===== src/rtl/radar_scan_pkg.sv =====
// Shared types and constants for the vertical radar scan sequencer.
package radar_scan_pkg;

    localparam int CNT_W_DEF      = 16;
    localparam int START_HOLD_DEF = 4;

    typedef enum logic [5:0] {
        S_IDLE  = 6'b000001,
        S_ISSUE = 6'b000010,
        S_WAIT  = 6'b000100,
        S_TRIG  = 6'b001000,
        S_NEXT  = 6'b010000,
        S_DONE  = 6'b100000
    } state_t;

    function automatic logic [31:0] ms_to_cycles(input int unsigned ms, input int unsigned freq);
        longint unsigned prod;
        prod = 64'(ms) * 64'(freq) / 64'd1000;
        return prod[31:0];
    endfunction

endpackage


===== src/rtl/radar_pedge_det.sv =====
// Registered rising-edge detector: pulse is high one cycle, one cycle after din rises.
module radar_pedge_det (
    input  logic clk,
    input  logic rst_n,
    input  logic din,
    output logic pulse
);

    logic prev;

    always_ff @(posedge clk or negedge rst_n) begin
        if (!rst_n) begin
            prev  <= 1'b0;
            pulse <= 1'b0;
        end else begin
            prev  <= din;
            pulse <= din & ~prev;
        end
    end

endmodule


===== src/rtl/radar_v_scan_seq.sv =====
// Vertical scan sequencer: start edge -> motor start 2 cycles, event_done -> trig 1 cycle, trig -> next start 2 cycles.
// No backpressure; optional per-step watchdog built when RADAR_V_SCAN_WDOG_EN is defined.
module radar_v_scan_seq
    import radar_scan_pkg::*;
#(
    parameter int unsigned SYS_FREQ   = 100_000_000,
    parameter int          CNT_W      = CNT_W_DEF,
    parameter int          START_HOLD = START_HOLD_DEF,
    parameter int unsigned WDOG_MS    = 5000
) (
    input  logic             clk,
    input  logic             rst_n,
    input  logic             scan_start,
    input  logic             force_stop,
    input  logic [CNT_W-1:0] cfg_step_total,
    input  logic [CNT_W-1:0] cfg_sweeps,
    input  logic             cfg_dir_init,
    input  logic             v_event_done,
    output logic             vertical_start_o,
    output logic             v_sw_dir_o,
    output logic             radar_trig_o,
    output logic             busy,
    output logic             scan_done,
    output logic [CNT_W-1:0] step_idx,
    output logic [CNT_W-1:0] sweep_idx,
    output logic             err_timeout
);

    localparam int          HOLD_W   = $clog2(START_HOLD);
    localparam logic [31:0] WDOG_CYC = ms_to_cycles(WDOG_MS, SYS_FREQ);
    localparam logic [CNT_W-1:0] ONE = {{(CNT_W-1){1'b0}}, 1'b1};

    state_t            state;
    logic              start_pulse;
    logic [HOLD_W-1:0] hold_cnt;
    logic [CNT_W-1:0]  sh_step_total;
    logic [CNT_W-1:0]  sh_sweeps;
`ifdef RADAR_V_SCAN_WDOG_EN
    logic [31:0]       wdog_cnt;
`endif

    radar_pedge_det u_start_edge (
        .clk   (clk),
        .rst_n (rst_n),
        .din   (scan_start),
        .pulse (start_pulse)
    );

    always_ff @(posedge clk or negedge rst_n) begin
        if (!rst_n) begin
            state            <= S_IDLE;
            vertical_start_o <= 1'b0;
            v_sw_dir_o       <= 1'b0;
            radar_trig_o     <= 1'b0;
            busy             <= 1'b0;
            scan_done        <= 1'b0;
            step_idx         <= '0;
            sweep_idx        <= '0;
            hold_cnt         <= '0;
            sh_step_total    <= '0;
            sh_sweeps        <= '0;
`ifdef RADAR_V_SCAN_WDOG_EN
            wdog_cnt         <= '0;
            err_timeout      <= 1'b0;
`endif
        end else begin
            radar_trig_o <= 1'b0;
            scan_done    <= 1'b0;
`ifdef RADAR_V_SCAN_WDOG_EN
            err_timeout  <= 1'b0;
`endif
            if (force_stop) begin
                state            <= S_IDLE;
                vertical_start_o <= 1'b0;
                busy             <= 1'b0;
                step_idx         <= '0;
                sweep_idx        <= '0;
                hold_cnt         <= '0;
            end else begin
                case (state)
                    S_IDLE: begin
                        if (start_pulse) begin
                            sh_step_total <= cfg_step_total;
                            sh_sweeps     <= cfg_sweeps;
                            v_sw_dir_o    <= cfg_dir_init;
                            busy          <= 1'b1;
                            step_idx      <= '0;
                            sweep_idx     <= '0;
                            hold_cnt      <= '0;
                            // An empty scan still reports completion so software sees a clean handshake.
                            if (cfg_step_total == '0 || cfg_sweeps == '0) begin
                                state     <= S_DONE;
                                scan_done <= 1'b1;
                            end else begin
                                state            <= S_ISSUE;
                                vertical_start_o <= 1'b1;
                            end
                        end
                    end
                    S_ISSUE: begin
                        if (hold_cnt == HOLD_W'(START_HOLD - 1)) begin
                            vertical_start_o <= 1'b0;
                            state            <= S_WAIT;
`ifdef RADAR_V_SCAN_WDOG_EN
                            wdog_cnt         <= '0;
`endif
                        end else begin
                            hold_cnt <= hold_cnt + 1'b1;
                        end
                    end
                    S_WAIT: begin
                        if (v_event_done) begin
                            state        <= S_TRIG;
                            radar_trig_o <= 1'b1;
                        end
`ifdef RADAR_V_SCAN_WDOG_EN
                        else if (wdog_cnt == WDOG_CYC - 32'd1) begin
                            state       <= S_IDLE;
                            busy        <= 1'b0;
                            step_idx    <= '0;
                            sweep_idx   <= '0;
                            err_timeout <= 1'b1;
                        end else begin
                            wdog_cnt <= wdog_cnt + 32'd1;
                        end
`endif
                    end
                    S_TRIG: state <= S_NEXT;
                    S_NEXT: begin
                        hold_cnt <= '0;
                        if (step_idx == sh_step_total - ONE) begin
                            step_idx   <= '0;
                            sweep_idx  <= sweep_idx + ONE;
                            v_sw_dir_o <= ~v_sw_dir_o;
                            if (sweep_idx == sh_sweeps - ONE) begin
                                state     <= S_DONE;
                                scan_done <= 1'b1;
                            end else begin
                                state            <= S_ISSUE;
                                vertical_start_o <= 1'b1;
                            end
                        end else begin
                            step_idx         <= step_idx + ONE;
                            state            <= S_ISSUE;
                            vertical_start_o <= 1'b1;
                        end
                    end
                    S_DONE: begin
                        state     <= S_IDLE;
                        busy      <= 1'b0;
                        step_idx  <= '0;
                        sweep_idx <= '0;
                    end
                    default: state <= S_IDLE;
                endcase
            end
        end
    end

`ifndef RADAR_V_SCAN_WDOG_EN
    // Watchdog not built: output is constant low, WAIT has no time limit.
    assign err_timeout = (WDOG_CYC == 32'd0) && 1'b0;
`endif

endmodule


===== config.mk =====
export PLATFORM = sky130hd
export DESIGN_NAME = radar_v_scan_seq
export DESIGN_NICKNAME = d
export VERILOG_FILES = /design/src/rtl/radar_scan_pkg.sv /design/src/rtl/radar_pedge_det.sv /design/src/rtl/radar_v_scan_seq.sv
export SDC_FILE = /design/constraint.sdc
export NUM_CORES = 1
export LEC_CHECK = 0
export CAP_MARGIN = 15
export CELL_PAD_IN_SITES_DETAIL_PLACEMENT = 1
export CELL_PAD_IN_SITES_GLOBAL_PLACEMENT = 1
export CORE_ASPECT_RATIO = 1.1
export CORE_MARGIN = 2
export CORE_UTILIZATION = 43
export CTS_BUF_LIST = sky130_fd_sc_hd__clkbuf_4
export CTS_CLUSTER_SIZE = 24
export DETAILED_ROUTE_END_ITERATION = 8
export PLACE_DENSITY_LB_ADDON = 0.1
export SLEW_MARGIN = 20
export SYNTH_ARGS = -nofsm -noshare
export SYNTH_HDL_FRONTEND = slang
export SYNTH_HIERARCHICAL = 1
export SYNTH_SLANG_ARGS = --single-unit

===== constraint.sdc =====
create_clock -name clk -period 4.2 [get_ports clk]
set_clock_uncertainty 0.15 [all_clocks]
set_input_delay 0.63 -clock clk [delete_from_list [all_inputs] [get_ports clk]]
set_output_delay 0.63 -clock clk [all_outputs]
set_load 0.05 [all_outputs]

Word-level counts from Yosys, hierarchy flattened
Cells that the tools add are included.
- register bits after elaboration: 79
- input bits: 38
- output and inout port bits: 38
- word-level logic and storage cells: 96
- add/subtract/negate cells: 5
- equality and inequality tests: 18
- mux-type cells: 41
- bitwise gates (word level): 4
- reduce and logical (&&, ||, !) cells: 15
- operator list (cell ; number):
    16-bit case mux with 3 select lines ; 2
    16-bit 2-to-1 mux ; 5
    6-bit 2-to-1 mux ; 7
    16-bit by 1-bit adder with 16-bit output, second input constant ; 2
    16-bit == test ; 2
    16-bit zero test ; 2
    16-bit by 1-bit subtractor with 16-bit output, second input constant ; 2
    6-bit case mux with 5 select lines ; 1
    1-bit 2-to-1 mux ; 18
    3-bit inequality test, second input constant ; 5
    3-bit AND reduction ; 4
    4-bit nonzero test ; 2
    6-bit by 1-bit == test with 1-bit output, second input constant ; 1
    6-bit by 2-bit == test with 1-bit output, second input constant ; 1
    6-bit by 3-bit == test with 1-bit output, second input constant ; 1
    6-bit by 4-bit == test with 1-bit output, second input constant ; 1
    6-bit by 5-bit == test with 1-bit output, second input constant ; 1
    6-bit == test, second input constant ; 1
    2-bit 2-to-1 mux ; 3
    1-bit case mux with 2 select lines ; 3
    2-bit case mux with 3 select lines ; 1
    5-bit AND reduction ; 1
    4-bit inequality test, second input constant ; 1
    2-bit AND reduction ; 2
    12 further kinds ; 14

Longest topological paths before layout
- word-level depth: 6
- gate-level depth with buffers: 11
- depth with buffers taken out: 10

Modules after synthesis
Netlist, hierarchy kept.
- modules (own cells, without submodules) (module ; times used ; cells an instance ; area an instance (µm²) ; seq. area each (µm²)):
    radar_v_scan_seq ; 1 ; 539 ; 4941.0 ; 1928.1
    radar_pedge_det ; 1 ; 3 ; 63.8 ; 50.0

Worst setup path before layout
Ideal clock, no wire load.
- path type: flip-flop to flip-flop
- start point: register sh_step_total[0]
- end point: register sweep_idx[11]
- setup time: 0.069 ns
- data arrival time: 3.183 ns
- data required time: 3.981 ns
- setup slack: 0.798 ns
- stages on the path, launching flop included: 12
- path buffers: 1
- period minus slack after synthesis: 3.402 ns
- cells stage by stage: dfrtp_1 > inv_1 > ha_1 > or3b_2 > or3b_4 > o21ai_0 > o31ai_2 > nor4_4 > nand4_2 > buf_6 > or4_1 > nand3_1
- word-level cells in the longest chain between the ends: 4
- ends and longest elaborated chain (item ; RTL line ; source):
    start: declaration ; radar_v_scan_seq.sv:36 ; logic [CNT_W-1:0] sh_step_total;
    start signal: assignment ; radar_v_scan_seq.sv:83 ; sh_step_total <= cfg_step_total;
    16-bit by 1-bit subtractor with 16-bit output ; radar_v_scan_seq.sv:131 ; if (step_idx == sh_step_total - ONE) begin
    16-bit == test ; radar_v_scan_seq.sv:131 ;
    3-bit inequality test (no source line) ; n/a ;
    3-bit AND reduction (no source line) ; n/a ;
    end signal: assignment ; radar_v_scan_seq.sv:133 ; sweep_idx <= sweep_idx + ONE;
    end: declaration ; radar_v_scan_seq.sv:25 ; output logic [CNT_W-1:0] sweep_idx,
No other way between the ends.
A chain may end at the register's enable or synchronous reset.

Worst setup path in the final report
- start point: register sh_step_total[0]
- end point: register step_idx[5]
- word-level cells in the longest chain between the ends: 5
- ends and longest elaborated chain (item ; RTL line ; source):
    16-bit by 1-bit subtractor with 16-bit output ; radar_v_scan_seq.sv:131 ;
    16-bit == test ; radar_v_scan_seq.sv:131 ;
    16-bit 2-to-1 mux ; radar_v_scan_seq.sv:131 ;
    16-bit case mux with 3 select lines ; radar_v_scan_seq.sv:80 ; case (state)
    16-bit 2-to-1 mux ; radar_v_scan_seq.sv:72 ; if (force_stop) begin
    end signal: assignment ; radar_v_scan_seq.sv:143 ; step_idx <= step_idx + ONE;
    end: declaration ; radar_v_scan_seq.sv:24 ; output logic [CNT_W-1:0] step_idx,
No other way between the ends.

==> flow_summary.json <==
{
  "syn_nets": 585,
  "cp_slowest_cell": "or3b_2",
  "instances_no_fill": 758,
  "grt-ovfl-total": 0,
  "cp_num_buf_inv": 3,
  "synth_top_cell_area_share": 0.3900,
  "via_per_inst": 5.830,
  "p_clk_frac": 0.286,
  "fmaxAchievable_mhz": 270.8,
  "diodes": 0,
  "worstMarginPinSlew_ns": 0.9236,
  "grt_use_met3": 0.02602,
  "ant_nets": 0,
  "gp_congestion": 0.8185,
  "hpwl_microns": 10300,
  "max_slew_margin": 0.3820,
  "first_global_vias": 4605,
  "yosysSeqAreaShare": 0.3953,
  "crit_chain": "inv_1, ha_1, or3b_2, or3b_4, mux2_2, o31ai_2, nor4_4, buf_4, nor2_1, nor2_1, buf_4, nor2_1",
  "maxSlewViolCount": 0,
  "die_area_sq_um": 12520,
  "period_minus_slack_ns": 3.693,
  "hold_violations": 0,
  "vias": 4419,
  "worstRegToRegCells": 12,
  "worstReg2RegStart": "sh_step_total[0]",
  "grt_use_total": 0.2348,
  "nets": 646,
  "maxCapViolCount": 0,
  "grt_pass1_wl_microns": 23110,
  "worstHoldPathType": "in -> async",
  "ios": 76,
  "hold_buffers": 0,
  "yosysWarnings": 6,
  "synthFlopType": "dfrtp_1",
  "cp-end-kind": "register",
  "cts_max_level": 3,
  "syn-cell-area_sq_um": 5005,
  "crit_type": "reg -> reg",
  "syn_to_final_growth_pct": 20.47,
  "swShare": 0.3341,
  "clk_path_buf_depth": 2,
  "pwr-share-comb": 0.244,
  "peakVddDrop_mv": 0.1931,
  "timing.rr.end": "step_idx[5]",
  "p_leak_nw": 2.370,
  "yosys.area.top_type": "dfrtp_1",
  "cts_sinks": 79,
  "ys_types": 66,
  "async_reset_ff_frac": 1.000,
  "grt_use_met2": 0.4251,
  "die-height_microns": 117.2,
  "grt-busiest-layer": "met2",
  "core_sq_um": 11390,
  "crit_fanout": 12,
  "syn_inst": 542,
  "critPathTopFamily": "simple AND/OR/NAND/NOR gates",
  "grt_max_degree": 80,
  "intPower_w": 0.001399,
  "finalCritPeriodShare": 0.8792,
  "setup_violations": 0,
  "synth_area_leaders": "dfrtp_1 39%, mux2_2 7.0%, xnor2_1 4.0%",
  "routed_wl_microns": 14000,
  "grt_use_met1": 0.2931,
  "start_kind": "register",
  "drt_pass1_iterations": 4,
  "post_cts_buffers": 0,
  "yosysMostFrequentCell": "dfrtp_1",
  "status": "complete, no violations",
  "antenna_found_initial": 0,
  "setup_tns_ns": 0,
  "rrSetupSlack_ns": 0.51,
  "p_seq_frac": 0.470,
  "dp_cells": 742,
  "clock-root-buffer": "clkbuf_4",
  "fp.dieW_microns": 106.9,
  "port_buffers": 74,
  "cts_resized": 0,
  "crit_top_cell": "nor2_1",
  "rows": 41,
  "ys_ff_latch": 79,
  "worstPathRequired_ns": 4.42,
  "drt_iter0_drc": 196,
  "clkTransAtPathRegs_ns": 0.13,
  "slowest_delay_ns": 0.50,
  "ys_top_cells_by_count": "78 x dfrtp_1, 47 x nand2_1, 46 x nor2_1, 31 x mux2_2, 28 x nand3_1",
  "drc": 0,
  "initial_core_util": 0.4395,
  "rsz0062_at_grt": "false",
  "p_per_area_nw_per_um2": 348.5,
  "drive_gt1_frac": 0.1168,
  "synth-edff-count": 0,
  "avgSynthCellArea_sq_um": 9.234,
  "clock_latency_ns": 0.44,
  "power_switching_w": 0.0007021,
  "routedWlPerCell_microns": 18.46,
  "cts_tree": "built",
  "worstPathArrival_ns": 3.91,
  "cts_buffers": 9
}
final cells by class:
cell class                 instances  area, sq um
clock buffer                      10        75.07
clock inverter                     6        110.1
fill                            1323         5359
inverter                          11        41.29
multi-input combinational        421         2843
sequential                        79         1978
tap                              150        187.7
timing repair buffer              81        794.5
how the worst max path moves through the flow:
stage | slack [ns] | cells past startpoint | to | start
3_5_place_dp | 0.54 | 12 | step_idx[5] | sh_step_total[0]
2_1_floorplan | 0.80 | 11 | sweep_idx[11] | sh_step_total[0]
5_1_grt | 0.30 | 12 | step_idx[9] | sh_step_total[0]
4_1_cts | 0.48 | 12 | step_idx[5] | sh_step_total[0]
3_3_place_gp | 0.63 | 10 | sweep_idx[15] | sh_step_total[0]
6_report | 0.51 | 12 | step_idx[5] | sh_step_total[0]
flip-flops by register name (all words and copies together) (netlist names):
signal and cells:
busy 1, hold_cnt 2, radar_trig_o 1, scan_done 1, sh_step_total 16, sh_sweeps 16
state 6, step_idx 16, sweep_idx 16, u_start_edge/prev 1, u_start_edge/pulse 1, v_sw_dir_o 1
vertical_start_o 1
cells in the final DEF (no fill, tap or decap), types with 5 or more instances in the layout:
cell type        instances
dfrtp_1                 78
clkdlybuf4s50_1         73
nand2_1                 47
nor2_1                  45
mux2_2                  31
nand3_1                 28
xor2_1                  23
xnor2_1                 23
o21ai_0                 22
nor4_1                  18
nor3_1                  15
nand4_1                 13
o211ai_1                13
a21oi_1                 12
inv_1                   11
or4_1                   11
clkbuf_4                10
and3_1                   8
nand3b_1                 7
buf_4                    7
nor3b_1                  6
or3_1                    6
and2_1                   5
nand2b_1                 5
a31oi_1                  5
mux2i_1                  5
ha_1                     5
metrics by stage:
stage | hold slack [ns] | utilization | instance area [sq um] | power [W] | setup slack [ns]
after floorplan | 0.1844 | - | 5005 | 0.001342 | 0.7981
after detailed placement | 0.2850 | 0.5129 | 5841 | 0.001511 | 0.5437
after global placement | 0.2848 | 0.5129 | 5841 | 0.001486 | 0.6337
after global routing | 0.1132 | 0.5294 | 6030 | 0.002225 | 0.2958
after CTS | 0.2402 | 0.5291 | 6026 | 0.002116 | 0.4845
final | 0.07160 | 0.5294 | 6030 | 0.002101 | 0.5075
power groups by stage:
| stage | logic [W] | clock network, W | registers (W) |
|---|---|---|---|
| detailed placement | 0.000511 | 0 | 0.00100 |
| CTS | 0.000516 | 0.000614 | 0.000986 |
| global placement | 0.000493 | 0 | 0.000993 |
| floorplan | 0.000399 | 0 | 0.000943 |
| finish | 0.000512 | 0.000601 | 0.000989 |
| global route | 0.000572 | 0.000648 | 0.00101 |
layer usage:
metal | part of all wire | vias up
li1 | - | 2110
met1 | 0.44 | 2222
met2 | 0.52 | 71
met3 | 0.026 | 16
met4 | 0.018 | 0
met5 | 0 | -
worst register-to-register path, stage by stage, from the launching register on:
cell and delay, ns:
dfrtp_1 0.46, inv_1 0.10, ha_1 0.26, or3b_2 0.50, or3b_4 0.41, mux2_2 0.29, o31ai_2 0.35, nor4_4 0.12
buf_4 0.19, nor2_1 0.35, nor2_1 0.11, buf_4 0.20, nor2_1 0.12
kinds of logic after synthesis:
logic type	after synthesis	synth area share
xor+xnor	46	0.08050
mux	36	0.07975
simple gates	248	0.2790
compound gates	85	0.1150
flops	79	0.3953
other cells	1	0.0007493
fa+ha+maj	5	0.01250
buf+inv	42	0.03725
No activity file was read; power rests on OpenSTA's default activity.
